### config.mk
export PLATFORM = sky130hd
export DESIGN_NAME = word_serializer
export DESIGN_NICKNAME = d
export VERILOG_FILES = /design/src/rtl/word_serializer.sv
export SDC_FILE = /design/constraint.sdc
export NUM_CORES = 1
export LEC_CHECK = 0
export CAP_MARGIN = 20
export CORE_ASPECT_RATIO = 1.1
export CORE_UTILIZATION = 45
export CTS_CLUSTER_SIZE = 30
export DETAILED_ROUTE_END_ITERATION = 12
export GPL_TIMING_DRIVEN = 0
export PLACE_DENSITY = 0.81
export SYNTH_ARGS = -nofsm -noshare
export SYNTH_HDL_FRONTEND = slang
export SYNTH_SLANG_ARGS = --single-unit
### constraint.sdc
create_clock -name clk -period 1.8 [get_ports clk]
set_input_delay 0.18 -clock clk [delete_from_list [all_inputs] [get_ports clk]]
set_output_delay 0.18 -clock clk [all_outputs]
set_load 0.005 [all_outputs]
### src/rtl/word_serializer.sv
// word_serializer: parallel-to-serial converter with a one-word hold buffer.
// Words are shifted out MSB first, one bit per clock, framed by sof/eof.
// An optional run of GAP idle cycles separates consecutive serial words.
//
// Ports:
//   clk        - clock, all state changes on the rising edge
//   rst        - asynchronous active-high reset
//   data_in    - parallel word to serialize (WIDTH bits)
//   data_valid - data_in holds a word
//   data_ready - a word is accepted this cycle when data_valid is also high
//   out        - serial bit, MSB first
//   out_valid  - out carries a word bit this cycle
//   sof        - out is the MSB of a word
//   eof        - out is the LSB of a word
//   busy       - shifter, gap counter or hold buffer occupied
module word_serializer #(
    parameter int unsigned WIDTH = 8,
    parameter int unsigned GAP   = 0
) (
    input  logic             clk,
    input  logic             rst,
    input  logic [WIDTH-1:0] data_in,
    input  logic             data_valid,
    output logic             data_ready,
    output logic             out,
    output logic             out_valid,
    output logic             sof,
    output logic             eof,
    output logic             busy
);

    localparam int unsigned CW = $clog2(WIDTH);
    localparam int unsigned GW = 4;

    typedef enum logic [1:0] {
        S_IDLE    = 2'd0,
        S_SHIFT   = 2'd1,
        S_GAPWAIT = 2'd2
    } state_t;

    state_t           r_state;
    state_t           w_state_nxt;

    logic [WIDTH-1:0] r_shift;
    logic [CW-1:0]    r_bitcnt;
    logic [GW-1:0]    r_gapcnt;
    logic [WIDTH-1:0] r_hold;
    logic             r_hold_full;

    logic             r_out;
    logic             r_out_valid;
    logic             r_sof;
    logic             r_eof;

    logic             w_accept;
    logic             w_lsb;
    logic             w_gap_done;
    logic             w_load_slot;
    logic             w_load_hold;
    logic             w_load_new;
    logic             w_load;
    logic             w_shift_en;
    logic [WIDTH-1:0] w_load_word;

    logic             w_out_nxt;
    logic             w_valid_nxt;
    logic             w_sof_nxt;
    logic             w_eof_nxt;

    // Handshake: ready depends only on the hold buffer and reset, never on data_valid.
    assign data_ready = !r_hold_full && !rst;
    assign w_accept   = data_valid && data_ready;

    // r_bitcnt holds the number of bits still to come after the one on out.
    assign w_lsb      = (r_state == S_SHIFT) && (r_bitcnt == CW'(0));
    assign w_gap_done = (r_state == S_GAPWAIT) && (r_gapcnt == GW'(1));
    assign w_shift_en = (r_state == S_SHIFT) && !w_lsb;

    // Edges where the shifter may take a new word; hold buffer has priority.
    assign w_load_slot = (r_state == S_IDLE) || (w_lsb && (GAP == 0)) || w_gap_done;
    assign w_load_hold = w_load_slot && r_hold_full;
    assign w_load_new  = w_load_slot && !r_hold_full && w_accept;
    assign w_load      = w_load_hold || w_load_new;
    assign w_load_word = r_hold_full ? r_hold : data_in;

    // State register.
    always_ff @(posedge clk or posedge rst) begin
        if (rst) begin
            r_state <= S_IDLE;
        end else begin
            r_state <= w_state_nxt;
        end
    end

    // Next-state logic.
    always_comb begin
        w_state_nxt = r_state;
        case (r_state)
            S_IDLE: begin
                if (w_load) w_state_nxt = S_SHIFT;
            end
            S_SHIFT: begin
                if (w_lsb) begin
                    if (GAP != 0)   w_state_nxt = S_GAPWAIT;
                    else if (w_load) w_state_nxt = S_SHIFT;
                    else             w_state_nxt = S_IDLE;
                end
            end
            S_GAPWAIT: begin
                if (w_gap_done) begin
                    if (w_load) w_state_nxt = S_SHIFT;
                    else        w_state_nxt = S_IDLE;
                end
            end
            default: w_state_nxt = S_IDLE;
        endcase
    end

    // Output logic: values the serial outputs take after the coming edge.
    always_comb begin
        w_out_nxt   = 1'b0;
        w_valid_nxt = 1'b0;
        w_sof_nxt   = 1'b0;
        w_eof_nxt   = 1'b0;
        if (w_load) begin
            w_out_nxt   = w_load_word[WIDTH-1];
            w_valid_nxt = 1'b1;
            w_sof_nxt   = 1'b1;
        end else if (w_shift_en) begin
            w_out_nxt   = r_shift[WIDTH-1];
            w_valid_nxt = 1'b1;
            w_eof_nxt   = (r_bitcnt == CW'(1));
        end
    end

    // Registered serial outputs.
    always_ff @(posedge clk or posedge rst) begin
        if (rst) begin
            r_out       <= 1'b0;
            r_out_valid <= 1'b0;
            r_sof       <= 1'b0;
            r_eof       <= 1'b0;
        end else begin
            r_out       <= w_out_nxt;
            r_out_valid <= w_valid_nxt;
            r_sof       <= w_sof_nxt;
            r_eof       <= w_eof_nxt;
        end
    end

    // Shifter keeps the bits not yet presented, left-aligned.
    always_ff @(posedge clk or posedge rst) begin
        if (rst) begin
            r_shift  <= '0;
            r_bitcnt <= '0;
        end else if (w_load) begin
            r_shift  <= {w_load_word[WIDTH-2:0], 1'b0};
            r_bitcnt <= CW'(WIDTH - 1);
        end else if (w_shift_en) begin
            r_shift  <= {r_shift[WIDTH-2:0], 1'b0};
            r_bitcnt <= r_bitcnt - CW'(1);
        end
    end

    // Gap counter: number of idle cycles left, including the current one.
    always_ff @(posedge clk or posedge rst) begin
        if (rst) begin
            r_gapcnt <= '0;
        end else if (w_lsb && (GAP != 0)) begin
            r_gapcnt <= GW'(GAP);
        end else if ((r_state == S_GAPWAIT) && (r_gapcnt != GW'(0))) begin
            r_gapcnt <= r_gapcnt - GW'(1);
        end
    end

    // Hold buffer: a word arriving while the shifter is occupied waits here.
    always_ff @(posedge clk or posedge rst) begin
        if (rst) begin
            r_hold      <= '0;
            r_hold_full <= 1'b0;
        end else if (w_load_hold) begin
            r_hold_full <= w_accept;
            if (w_accept) r_hold <= data_in;
        end else if (w_accept && !w_load_new) begin
            r_hold      <= data_in;
            r_hold_full <= 1'b1;
        end
    end

    assign out       = r_out;
    assign out_valid = r_out_valid;
    assign sof       = r_sof;
    assign eof       = r_eof;
    assign busy      = (r_state != S_IDLE) || r_hold_full;

endmodule

-- Word-level counts from Yosys, hierarchy flattened
Index checks and enable logic that the tools add are counted.
- flip-flop bits (word level): 30
- input bits: 11
- output and inout bits: 6
- word-level logic and storage cells: 68
- $add $sub $neg: 2
- eq/ne operators: 8
- multiplexer cells: 22
- reduce and logical (&&, ||, !) cells: 26
- operator list (cell ; count):
    2-to-1 mux 8 bit ; 6
    logical AND 1 bit ; 10
    2-to-1 mux 1 bit ; 10
    != test 2 bit, second input constant ; 4
    2-to-1 mux 2 bit ; 3
    2-to-1 mux 3 bit ; 2
    one-hot mux 2 bit (3 select lines) ; 1
    nonzero test 2 bit ; 3
    equality test 4 x 1 -> 1 bit, second input constant ; 1
    logical NOT 1 bit ; 4
    logical OR 1 bit ; 4
    nonzero test 4 bit ; 1
    subtractor 4 x 1 -> 4 bit, second input constant ; 1
    equality test 3 x 1 -> 1 bit, second input constant ; 1
    logical NOT 3 bit ; 1
    AND reduction 3 bit ; 1
    subtractor 3 x 1 -> 3 bit, second input constant ; 1
    equality test 2 x 1 -> 1 bit, second input constant ; 1
    equality test 2 bit, second input constant ; 1
    logical NOT 2 bit ; 1
    AND reduction 2 bit ; 1

-- Longest topological paths before layout
Gate-level depths: netlist (run 1).
- depth after elaboration: 10
- mapped depth: 7
- depth with buffers taken out: 6

-- Worst setup path before layout (run 1)
OpenSTA, ideal clock, no wires.
- path kind: reg2reg
- start point: register r_bitcnt[0]
- end point: register r_hold[0]
- setup time: 0.125 ns
- data arrival time: 1.636 ns
- required time: 1.675 ns
- path slack: 0.039 ns
- stages on the path, launching flop included: 7
- clock period less this slack: 1.761 ns
- path through: dfrtp_1 inv_1 ha_1 ha_1 nand2b_1 nor3_4 mux2_2
- longest elaborated chain between the ends: 10
- RTL lines (what ; line ; text):
    start: declaration ; 45 ; logic [CW-1:0] r_bitcnt;
    start signal: assignment ; 158 ; r_bitcnt <= CW'(WIDTH - 1);
    start signal: assignment ; 161 ; r_bitcnt <= r_bitcnt - CW'(1);
    logical NOT 3 bit * ; 75 ; assign w_lsb = (r_state == S_SHIFT) && (r_bitcnt == CW'(0));
    logical AND 1 bit * ; 75 ;
    logical OR 1 bit * (2 in a row) ; 80 ; assign w_load_slot = (r_state == S_IDLE) || (w_lsb && (GAP == 0)) || w_gap_done;
    logical AND 1 bit (2 in a row) ; 82 ; assign w_load_new = w_load_slot && !r_hold_full && w_accept;
    logical NOT 1 bit ; 184 ; end else if (w_accept && !w_load_new) begin
    logical AND 1 bit ; 184 ;
    nonzero test 2 bit (no line) ; -- ;
    AND reduction 2 bit (no line) ; -- ;
    end signal: assignment ; 183 ; if (w_accept) r_hold <= data_in;
    end signal: assignment ; 185 ; r_hold <= data_in;
    end: declaration ; 47 ; logic [WIDTH-1:0] r_hold;
Mark *: on every way between the ends. The rest lies on a longest branch, timed or not.
A chain may end at the register's enable or synchronous reset.

-- Worst setup path in the final report (run 1)
- start point: register r_hold_full
- end point: output busy
- longest elaborated chain between the ends: 1
- RTL lines (what ; line ; text):
    start: declaration ; 48 ; logic r_hold_full;
    start signal: assignment ; 182 ; r_hold_full <= w_accept;
    logical OR 1 bit ; 194 ; assign busy = (r_state != S_IDLE) || r_hold_full;
    end: declaration ; 29 ; output logic busy
Every way passes these cells.

==> reports/metrics.cfg, run 1 <==
[grt]
grt_max_degree=25
grt_pass1_wl_mm=3.39
grt_usage_pct=17.5
met3_usage_pct=2.50
antenna_found_initial=0
grtUsageMet2_pct=30.2
grt-busiest-layer=met2
grt_pass1_vias=785
grt-ovfl-total=0
met1_usage_pct=20.0

[placed_design]
placed_cells=147
gp_congestion=0.836
place_area_um2=1330
dp_hpwl_mm=1.43
portBuffers=16

[timing]
setup_viol=0
final_max_slew_viol_count=0
rsz0062_at_grt=true
min_period_ns=1.80
fmax_mhz=556
final.setup.tns_ns=0
hold_viol_final=0
max_slew_margin_pct=41.0
period_share_pct=99.9
finalClockSkew_ns=0.00382
worst_pin_slew_ns=0.884

[final_layout]
stdcell_area_um2=1410
multi_input_area_um2=492
seq_area_um2=601
final_cells=155
syn2layout_area_growth_pct=25.2
layout_commonest_cell=dfrtp_1
filler_cell_count=199
final_core_util_pct=61.4
drive_gt1_share_pct=19.2
diodes=0
nNetsFinal=141
final_cell_mix=24 x dfrtp_1, 16 x clkdlybuf4s50_1, 10 x nor2_1

[routing]
firstDrtPassIters=4
drt_iter0_drc=12
routedWlPerCell_um=14.0
routed-via-count=838
drc=0
via_per_inst=5.41
wl_mm=2.17
postRouteAntennaNets=0

[setup_path]
critical_path_arrival_ns=1.62
required_ns=1.62
cp_top_family=buffers and inverters
end_kind=primary output
path_max_fanout=19
path_buf_inv=2
reg2reg_to=r_hold[5]
max_stage_delay_ns=0.45
reg2reg_from=r_bitcnt[1]
r2r_cells=7
r2r_setup_slack_ns=0.08
cp_slowest_cell=clkdlybuf4s50_1
start_kind=flop
worstSetupPathType=reg2out
crit_chain=buf_6 > or2_2 > clkdlybuf4s50_1
worst-path-stages=3

[logic_synthesis]
postSynthCellCount=101
yosysSeqAreaShare_pct=53.3
synthTopCellsByArea=dfrtp_1 53%, mux2i_1 7.1%, mux2_2 5.0%
synth_top_area_share_pct=53.3
syn-cell-area_um2=1130
syn_nets=115
syn_avg_cell_area_um2=11.2
yosysWarnings=0
ys_types=22
yosysTopAreaCell=dfrtp_1
synth-seq-cells=24

[clock_tree]
cts_buffers=3
cts_tree=done
htree_levels=1
cts-root-buf=clkbuf_4
cts_sinks=24
hold_buffers=0
cts.reportedPaths.clkPinSlew_ns=0.12
clock_latency_ns=0.30
clk_path_buf_depth=2

[die]
io_pins=17
die_y_um=54.5
initial_core_util_pct=49.1
coreArea_um2=2300
die_x_um=49.7
dieArea_um2=2710
rows=18

[power_and_ir_drop]
leakagePower_uw=0.000660
ir_worst_vdd_mv=0.851
p_per_area_nw_per_um2=1480
p_total_uw=2080

[job]
drv_cap=0

[run_status]
run_status=completed

[hold_path]
hold_class=in2async

==> sequential cells by signal, summed over array words and instances, names as in the netlist <==
register / flops
r_hold: 8
r_shift: 7
r_bitcnt: 3
eof: 1
out: 1
out_valid: 1
r_hold_full: 1
r_state: 1
sof: 1
==> power by group <==
group | switching, µW | internal, µW | total (µW)
Clock | 148 | 78.0 | 226
Combinational | 470 | 508 | 978
Sequential | 115 | 764 | 879
Total | 734 | 1350 | 2080
==> cells in the mapped netlist <==
| cell | instances |
|---|---|
| a22o_1 | 6 |
| o31ai_1 | 1 |
| nand2_1 | 3 |
| nor3_4 | 1 |
| and3_1 | 1 |
| mux2_1 | 3 |
| inv_1 | 4 |
| nor2_1 | 10 |
| mux2_2 | 5 |
| dfrtp_1 | 24 |
| ha_1 | 3 |
| a21oi_1 | 9 |
| mux2i_1 | 8 |
| or2_2 | 1 |
| nor4_1 | 3 |
| buf_2 | 2 |
| o311a_1 | 1 |
| buf_4 | 1 |
| o21ai_0 | 7 |
| clkbuf_1 | 4 |
| nand2b_1 | 2 |
| nor2b_1 | 2 |
==> worst max-delay path by stage <==
stage                 from        end  slack [ns]
2_1_floorplan  r_bitcnt[0]  r_hold[0]        0.04
3_3_place_gp   r_bitcnt[0]  r_hold[6]       -0.14
3_5_place_dp   r_bitcnt[0]  r_hold[1]       -0.22
4_1_cts        r_hold_full       busy       -0.03
5_1_grt        r_hold_full       busy       -0.06
6_report       r_hold_full       busy       0.002
==> cell type report <==
class,count,share of cell area (%)
buffer,6,2.48
clock buffer,3,1.60
inverter,4,1.06
multi-input combinational,66,34.8
sequential,24,42.6
tap,30,2.66
timing repair buffer,22,14.8
==> worst reg2reg max path, stage by stage (launching register included) <==
cell,delay (ns)
dfrtp_1,0.37
inv_1,0.07
ha_1,0.19
ha_2,0.19
nand2b_4,0.17
nor3_4,0.15
buf_4,0.17
mux2_2,0.32
==> metal layers <==
metal,vias up,wire [µm]
met1,407,963
met3,8,69
met2,19,1060
li1,404,-
met4,0,78
met5,-,0
==> logic make-up (layout without fill, tap and decap cells) <==
group	after synthesis	after routing	share of synthesized area [%]
adders and majority gates	3	3	3.33
buffers and inverters	11	35	4.22
DFF	24	24	53.3
muxes	16	16	15.1
AOI/OAI and AO/OA	24	24	13.3
and+or+nand+nor	23	23	10.8
==> repair_timing <==
action,4_1_cts,5_1_grt
setup endpoints to repair,14,18
resized for setup,4,5
pin swaps,1,1
setup buffers,3,3
==> stage by stage <==
step	hold WS [ns]	worst slack [ns]
finish	0.429	0.00157
global route	0.489	-0.0638
CTS	0.453	-0.0341
detailed placement	0.476	-0.216
global placement	0.467	-0.139
floorplan	0.195	0.0388
(Power assumes the default switching activity.)
==> inputs of run 2 (changes only) <==
--- a/config.mk
+++ b/config.mk
@@ -11,7 +11,8 @@
 export CTS_CLUSTER_SIZE = 30
 export DETAILED_ROUTE_END_ITERATION = 12
 export GPL_TIMING_DRIVEN = 0
-export PLACE_DENSITY = 0.81
+export PLACE_DENSITY = 0.69
+export SLEW_MARGIN = 20
 export SYNTH_ARGS = -nofsm -noshare
 export SYNTH_HDL_FRONTEND = slang
 export SYNTH_SLANG_ARGS = --single-unit
==> run 2 against run 1 <==
Effect of this change: final area up 3.1%; wire length down 5.7%; power up 8.3%; clock skew up 0.0059 ns; combinational power up 1%.
==> reports/metrics.cfg, run 2 (synthesis results as in run 1) <==
[routing]
routedWlPerCell_um=13.1  ; -6.9%
wl_mm=2.05  ; -5.7%
drt_iter0_drc=11  ; -1
drc=0  ; unchanged
postRouteAntennaNets=0  ; unchanged
via_per_inst=5.34  ; -1.3%
routed-via-count=838  ; unchanged
firstDrtPassIters=4  ; unchanged

[timing]
worst_slack_ns=0.0622  ; +0.0606 ns
hold_slack_ns=0.421  ; -0.00799 ns
min_period_ns=1.74  ; -0.0606 ns
fmax_mhz=575  ; +3.5%
worst_pin_slew_ns=0.869  ; -0.0157 ns
setup_viol=0  ; unchanged
final_max_slew_viol_count=0  ; unchanged
hold_viol_final=0  ; unchanged
max_slew_margin_pct=42.0  ; +1.0 points
period_share_pct=96.5  ; -3.4 points
finalClockSkew_ns=0.00973  ; +0.00591 ns

[final_layout]
diodes=0  ; unchanged
largest_register_ffs=8  ; unchanged
final_cell_mix=24 x dfrtp_1, 15 x clkdlybuf4s50_1, 10 x nor2_1
layout_commonest_cell=dfrtp_1
largestRegisters=r_hold x8, r_shift x7, r_bitcnt x3
stdcell_area_um2=1460  ; +3.1%
nNetsFinal=142  ; +0.71%
syn2layout_area_growth_pct=29.1
final_core_util_pct=63.3  ; +1.9 points
filler_cell_count=184  ; -7.5%
top_register=r_hold
drive_gt1_share_pct=18.9  ; -0.30 points

[die]
io_pins=17  ; unchanged
die_x_um=49.7  ; unchanged
initial_core_util_pct=49.1  ; unchanged
dieArea_um2=2710  ; unchanged
die_y_um=54.5  ; unchanged
coreArea_um2=2300  ; unchanged
rows=18  ; unchanged

[setup_path]
critical_path_arrival_ns=1.56  ; -0.06 ns
required_ns=1.62  ; about the same
start_kind=flop
r2r_setup_slack_ns=0.08  ; about the same
end_kind=primary output
path_max_fanout=19  ; unchanged
worstSetupPathType=reg2out

[power_and_ir_drop]
p_int_uw=1530  ; +13%
p_comb_share_pct=43.8  ; -3.2 points
p_per_area_nw_per_um2=1550  ; +5.0%
ir_worst_vdd_mv=1.21  ; +42%
clkPwrFrac_pct=17.5  ; +6.7 points
p_sw_share_pct=32.4  ; -2.8 points
switching_power_uw=731  ; -0.39%
p_total_uw=2260  ; +8.3%
pwr-share-seq_pct=38.7  ; -3.5 points
leakagePower_uw=0.000681  ; +3.3%

[grt]
grtUsageMet2_pct=29.3  ; -0.90 points
grt-ovfl-total=0  ; unchanged
grt_usage_pct=17.3  ; -0.23 points
antenna_found_initial=0  ; unchanged
grt_max_degree=25  ; unchanged
met1_usage_pct=20.2  ; +0.21 points
grt_pass1_wl_mm=3.34  ; -1.6%
grt-busiest-layer=met2
met3_usage_pct=3.89  ; +1.4 points
grt_pass1_vias=775  ; -1.3%

[placed_design]
dp_hpwl_mm=1.39  ; -3.0%
portBuffers=16  ; unchanged
dp_slack_ns=-0.201  ; +0.0148 ns
place_area_um2=1330  ; unchanged
gp_congestion=0.823  ; -1.5%

[clock_tree]
cts_sinks=24  ; unchanged
cts.reportedPaths.clkPinSlew_ns=0.14  ; +0.02 ns
cts_buffers=3  ; unchanged
clock_latency_ns=0.33  ; +0.03 ns
hold_buffers=0  ; unchanged
cts-root-buf=clkbuf_4
cts_tree=done
clk_path_buf_depth=2  ; unchanged
htree_levels=1  ; unchanged

[run_status]
run_status=completed

[job]
drv_cap=0  ; unchanged

[hold_path]
hold_class=in2async

-- run 2: changes by cell type in the layout (fill, tap and decap cells not counted), sizes merged --
cell           change
clkdlybuf4s50      -1
buf                +1
dlymetal6s2s       +1
bufinv             +1
-- run 2: metrics by stage --
step	std cells	TNS (ns)
2_1_floorplan	101	0
3_3_place_gp	147	-1.35
3_5_place_dp	147	-1.54
4_1_cts	154	-0.0271
5_1_grt	157	-0.0143
6_report	157	0
-- run 2: power by group through the flow --
stage | combinational [µW] | sequential, µW | clock (µW)
floorplan | 636 | 866 | 0
global placement | 831 | 878 | 0
detailed placement | 860 | 890 | 0
CTS | 923 | 868 | 400
global route | 1100 | 898 | 415
finish | 989 | 873 | 395
-- run 2: critical path, cell delays in order, from the launching register on --
cell and delay, ns:
dfrtp_1 0.44, buf_12 0.17, nor2_1 0.10, clkdlybuf4s50_1 0.52
-- run 2: path summary, 6_finish.rpt --
check                            startpoint    endpoint  depth (start not counted)
worst min-delay path                    rst  r_shift[6]                          2
worst max-delay path            r_hold_full  data_ready                          3
max in group asynchronous               rst   r_hold[3]                          2
worst max register to register  r_bitcnt[1]   r_hold[5]                          7
min in group clk                 data_in[7]   r_hold[7]                          2
worst min register to register   r_shift[7]         out                          2
-- run 2: layout make-up --
| cell class | count | area [µm²] | share of cell area (%) |
|---|---|---|---|
| plain buffers | 6 | 43.8 | 3.01 |
| clock buffers | 3 | 22.5 | 1.55 |
| multi-input cells | 66 | 487 | 33.4 |
| inverters | 4 | 15.0 | 1.03 |
| repair buffers | 23 | 219 | 15.0 |
| clock inverters | 1 | 30.0 | 2.06 |
| flip-flops and latches | 24 | 601 | 41.3 |
| well taps | 30 | 37.5 | 2.58 |
-- run 2: repair_timing --
| item | CTS | global route |
|---|---|---|
| resized for setup | 3 | 8 |
| cloned | 0 | 0 |
| buffers inserted | 4 | 3 |
| pin swaps | 1 | 1 |
| setup endpoints to repair | 14 | 16 |
-- run 2: routing by layer --
layer / part of all wire, % / routed length [µm]
met5: 0 / 0
met1: 45 / 929
met2: 47 / 965
met4: 3.1 / 64
met3: 4.4 / 91
==> inputs of run 3 (changes only) <==
--- a/config.mk
+++ b/config.mk
@@ -16,3 +16,4 @@
 export SYNTH_ARGS = -nofsm -noshare
 export SYNTH_HDL_FRONTEND = slang
 export SYNTH_SLANG_ARGS = --single-unit
+export TNS_END_PERCENT = 1
==> run 3 against run 2 <==
Effect of this change: the flow now finishes with violations (setup timing); setup slack worse by 0.084 ns; largest power group unchanged; largest cell class unchanged; cell count down 1.9%; critical endpoint is now busy; via count shrank 0.60%; hold slack worse by 0.0018 ns; critical path depth did not move; count of clock-buffer cells in the layout is the same; fmax shrank 4.6%; clock skew increased by 0.0027 ns; power decreased by 3.1%.
==> reports/metrics.cfg, run 3 (synthesis results as in run 1) <==
[routing]
via_per_inst=5.41  ; +1.3%
drc=0  ; unchanged
routed-via-count=833  ; -0.60%
firstDrtPassIters=4  ; unchanged
postRouteAntennaNets=0  ; unchanged
drt_iter0_drc=9  ; -2
routedWlPerCell_um=13.2  ; +0.90%
wl_mm=2.03  ; -1.0%

[die]
rows=18  ; unchanged
initial_core_util_pct=49.1  ; unchanged
coreArea_um2=2300  ; unchanged
die_y_um=54.5  ; unchanged
dieArea_um2=2710  ; unchanged
io_pins=17  ; unchanged
die_x_um=49.7  ; unchanged

[setup_path]
critical_path_arrival_ns=1.64  ; +0.08 ns
start_kind=flop
max_stage_delay_ns=0.44  ; -0.08 ns
required_ns=1.62  ; about the same
end_kind=primary output
path_max_fanout=19  ; unchanged
cp_slowest_cell=clkdlybuf4s50_1
crit_chain=buf_6 > or2_2 > clkdlybuf4s50_1
worstSetupPathType=reg2out

[timing]
period_share_pct=101  ; +4.7 points
final_max_slew_viol_count=0  ; unchanged
setup_viol=1  ; +1
fmax_mhz=549  ; -4.6%
rsz0062_at_grt=true
hold_slack_ns=0.420  ; -0.00181 ns
max_slew_margin_pct=42.1  ; +0.081 points
finalClockSkew_ns=0.0124  ; +0.00266 ns
hold_viol_final=0  ; unchanged
worst_slack_ns=-0.0218  ; -0.0840 ns
worst_pin_slew_ns=0.867  ; -0.00122 ns
min_period_ns=1.82  ; +0.0840 ns

[final_layout]
final_cell_mix=24 x dfrtp_1, 16 x clkdlybuf4s50_1, 10 x nor2_1
filler_cell_count=184  ; unchanged
layout_commonest_cell=dfrtp_1
nNetsFinal=139  ; -2.1%
largestRegisters=r_hold x8, r_shift x7, r_bitcnt x3
largest_register_ffs=8  ; unchanged
final_cells=154  ; -1.9%
syn2layout_area_growth_pct=26.1
drive_gt1_share_pct=16.9  ; -2.0 points
diodes=0  ; unchanged
top_register=r_hold

[clock_tree]
cts_tree=done
clk_path_buf_depth=2  ; unchanged
cts.reportedPaths.clkPinSlew_ns=0.14  ; about the same
cts-root-buf=clkbuf_4
cts_sinks=24  ; unchanged
clock_latency_ns=0.33  ; about the same
cts_buffers=3  ; unchanged
htree_levels=1  ; unchanged

[placed_design]
dp_slack_ns=-0.201  ; unchanged
placed_cells=147  ; unchanged
dp_hpwl_mm=1.39  ; unchanged
gp_congestion=0.823  ; unchanged
portBuffers=16  ; unchanged

[job]
drv_cap=0  ; unchanged

[grt]
antenna_found_initial=0  ; unchanged
grt_usage_pct=17.3  ; unchanged
grt_max_degree=25  ; unchanged
grt-ovfl-total=0  ; unchanged
grt_pass1_wl_mm=3.34  ; unchanged
grt_pass1_vias=775  ; unchanged

[power_and_ir_drop]
p_total_uw=2190  ; -3.1%
p_per_area_nw_per_um2=1540  ; -0.75%
ir_worst_vdd_mv=1.20  ; -0.31%
leakagePower_uw=0.000664  ; -2.6%

[run_status]
violations=setup timing
run_status=finished, violations left

[hold_path]
hold_class=in2async

==> run 3: changes by cell type in the layout (fill, tap and decap cells not counted), sizes merged <==
| cell | before | now |
|---|---|---|
| buf | 10 | 7 |
| clkdlybuf4s50 | 15 | 16 |
| dlymetal6s2s | 1 | 0 |
==> run 3: what timing repair did <==
item	4_1_cts	5_1_grt
hold buffers	0	0
setup buffers	4	0
pin swaps	1	1
cloned	0	0
resized for setup	3	5
endpoints found under the setup margin	14	16
hold endpoints to repair	0	0
==> run 3: area by class of cell <==
type	count	area [µm²]	area share, %
plain buffers	6	35.0	2.46
clock buffers	3	22.5	1.58
clock inverters	1	30.0	2.11
inverters	4	15.0	1.06
multi-input cells	66	487	34.2
flip-flops and latches	24	601	42.3
well taps	30	37.5	2.64
repair buffers	20	194	13.6
==> run 3: metal layers <==
layer  global-route usage, %  share of wire [%]  vias up
li1                        -                  -      401
met1                    20.2                 46      402
met2                    29.3                 47       23
met3                    3.89                3.5        7
met4                    11.0                3.2        0
met5                       0                  0        -
==> run 3: metrics by stage <==
step,cell area [µm²],setup TNS [ns],util [%]
floorplan,1130,0,-
global placement,1330,-1.35,57.7
detailed placement,1330,-1.54,57.7
CTS,1420,-0.0271,61.6
global route,1420,-0.0793,61.9
finish,1420,-0.0218,61.9
==> run 3: worst max-delay path: cells and delay by family, from the launching register on <==
family                 cells  cell delay, ns
buffers and inverters      2            0.61
DFF                        1            0.42
and+or+nand+nor            1            0.28
==> run 3: where the power goes <==
group	total (µW)	switching, µW	internal [µW]	leakage [µW]
clock	396	170	226	0.0000279
combinational	923	442	481	0.000344
sequential	869	106	763	0.000292
total	2190	718	1470	0.000664
==> run 3: final timing paths <==
path                             start          to  slack, ns  cells past startpoint
hold reg to reg             r_shift[7]         out       0.50                      2
max in group asynchronous          rst   r_hold[3]       0.84                      2
hold / removal                     rst  r_shift[6]       0.42                      2
setup reg to reg           r_bitcnt[1]   r_hold[5]       0.08                      7
setup / recovery           r_hold_full        busy      -0.02                      3
min in group clk            data_in[7]   r_hold[7]       0.48                      2
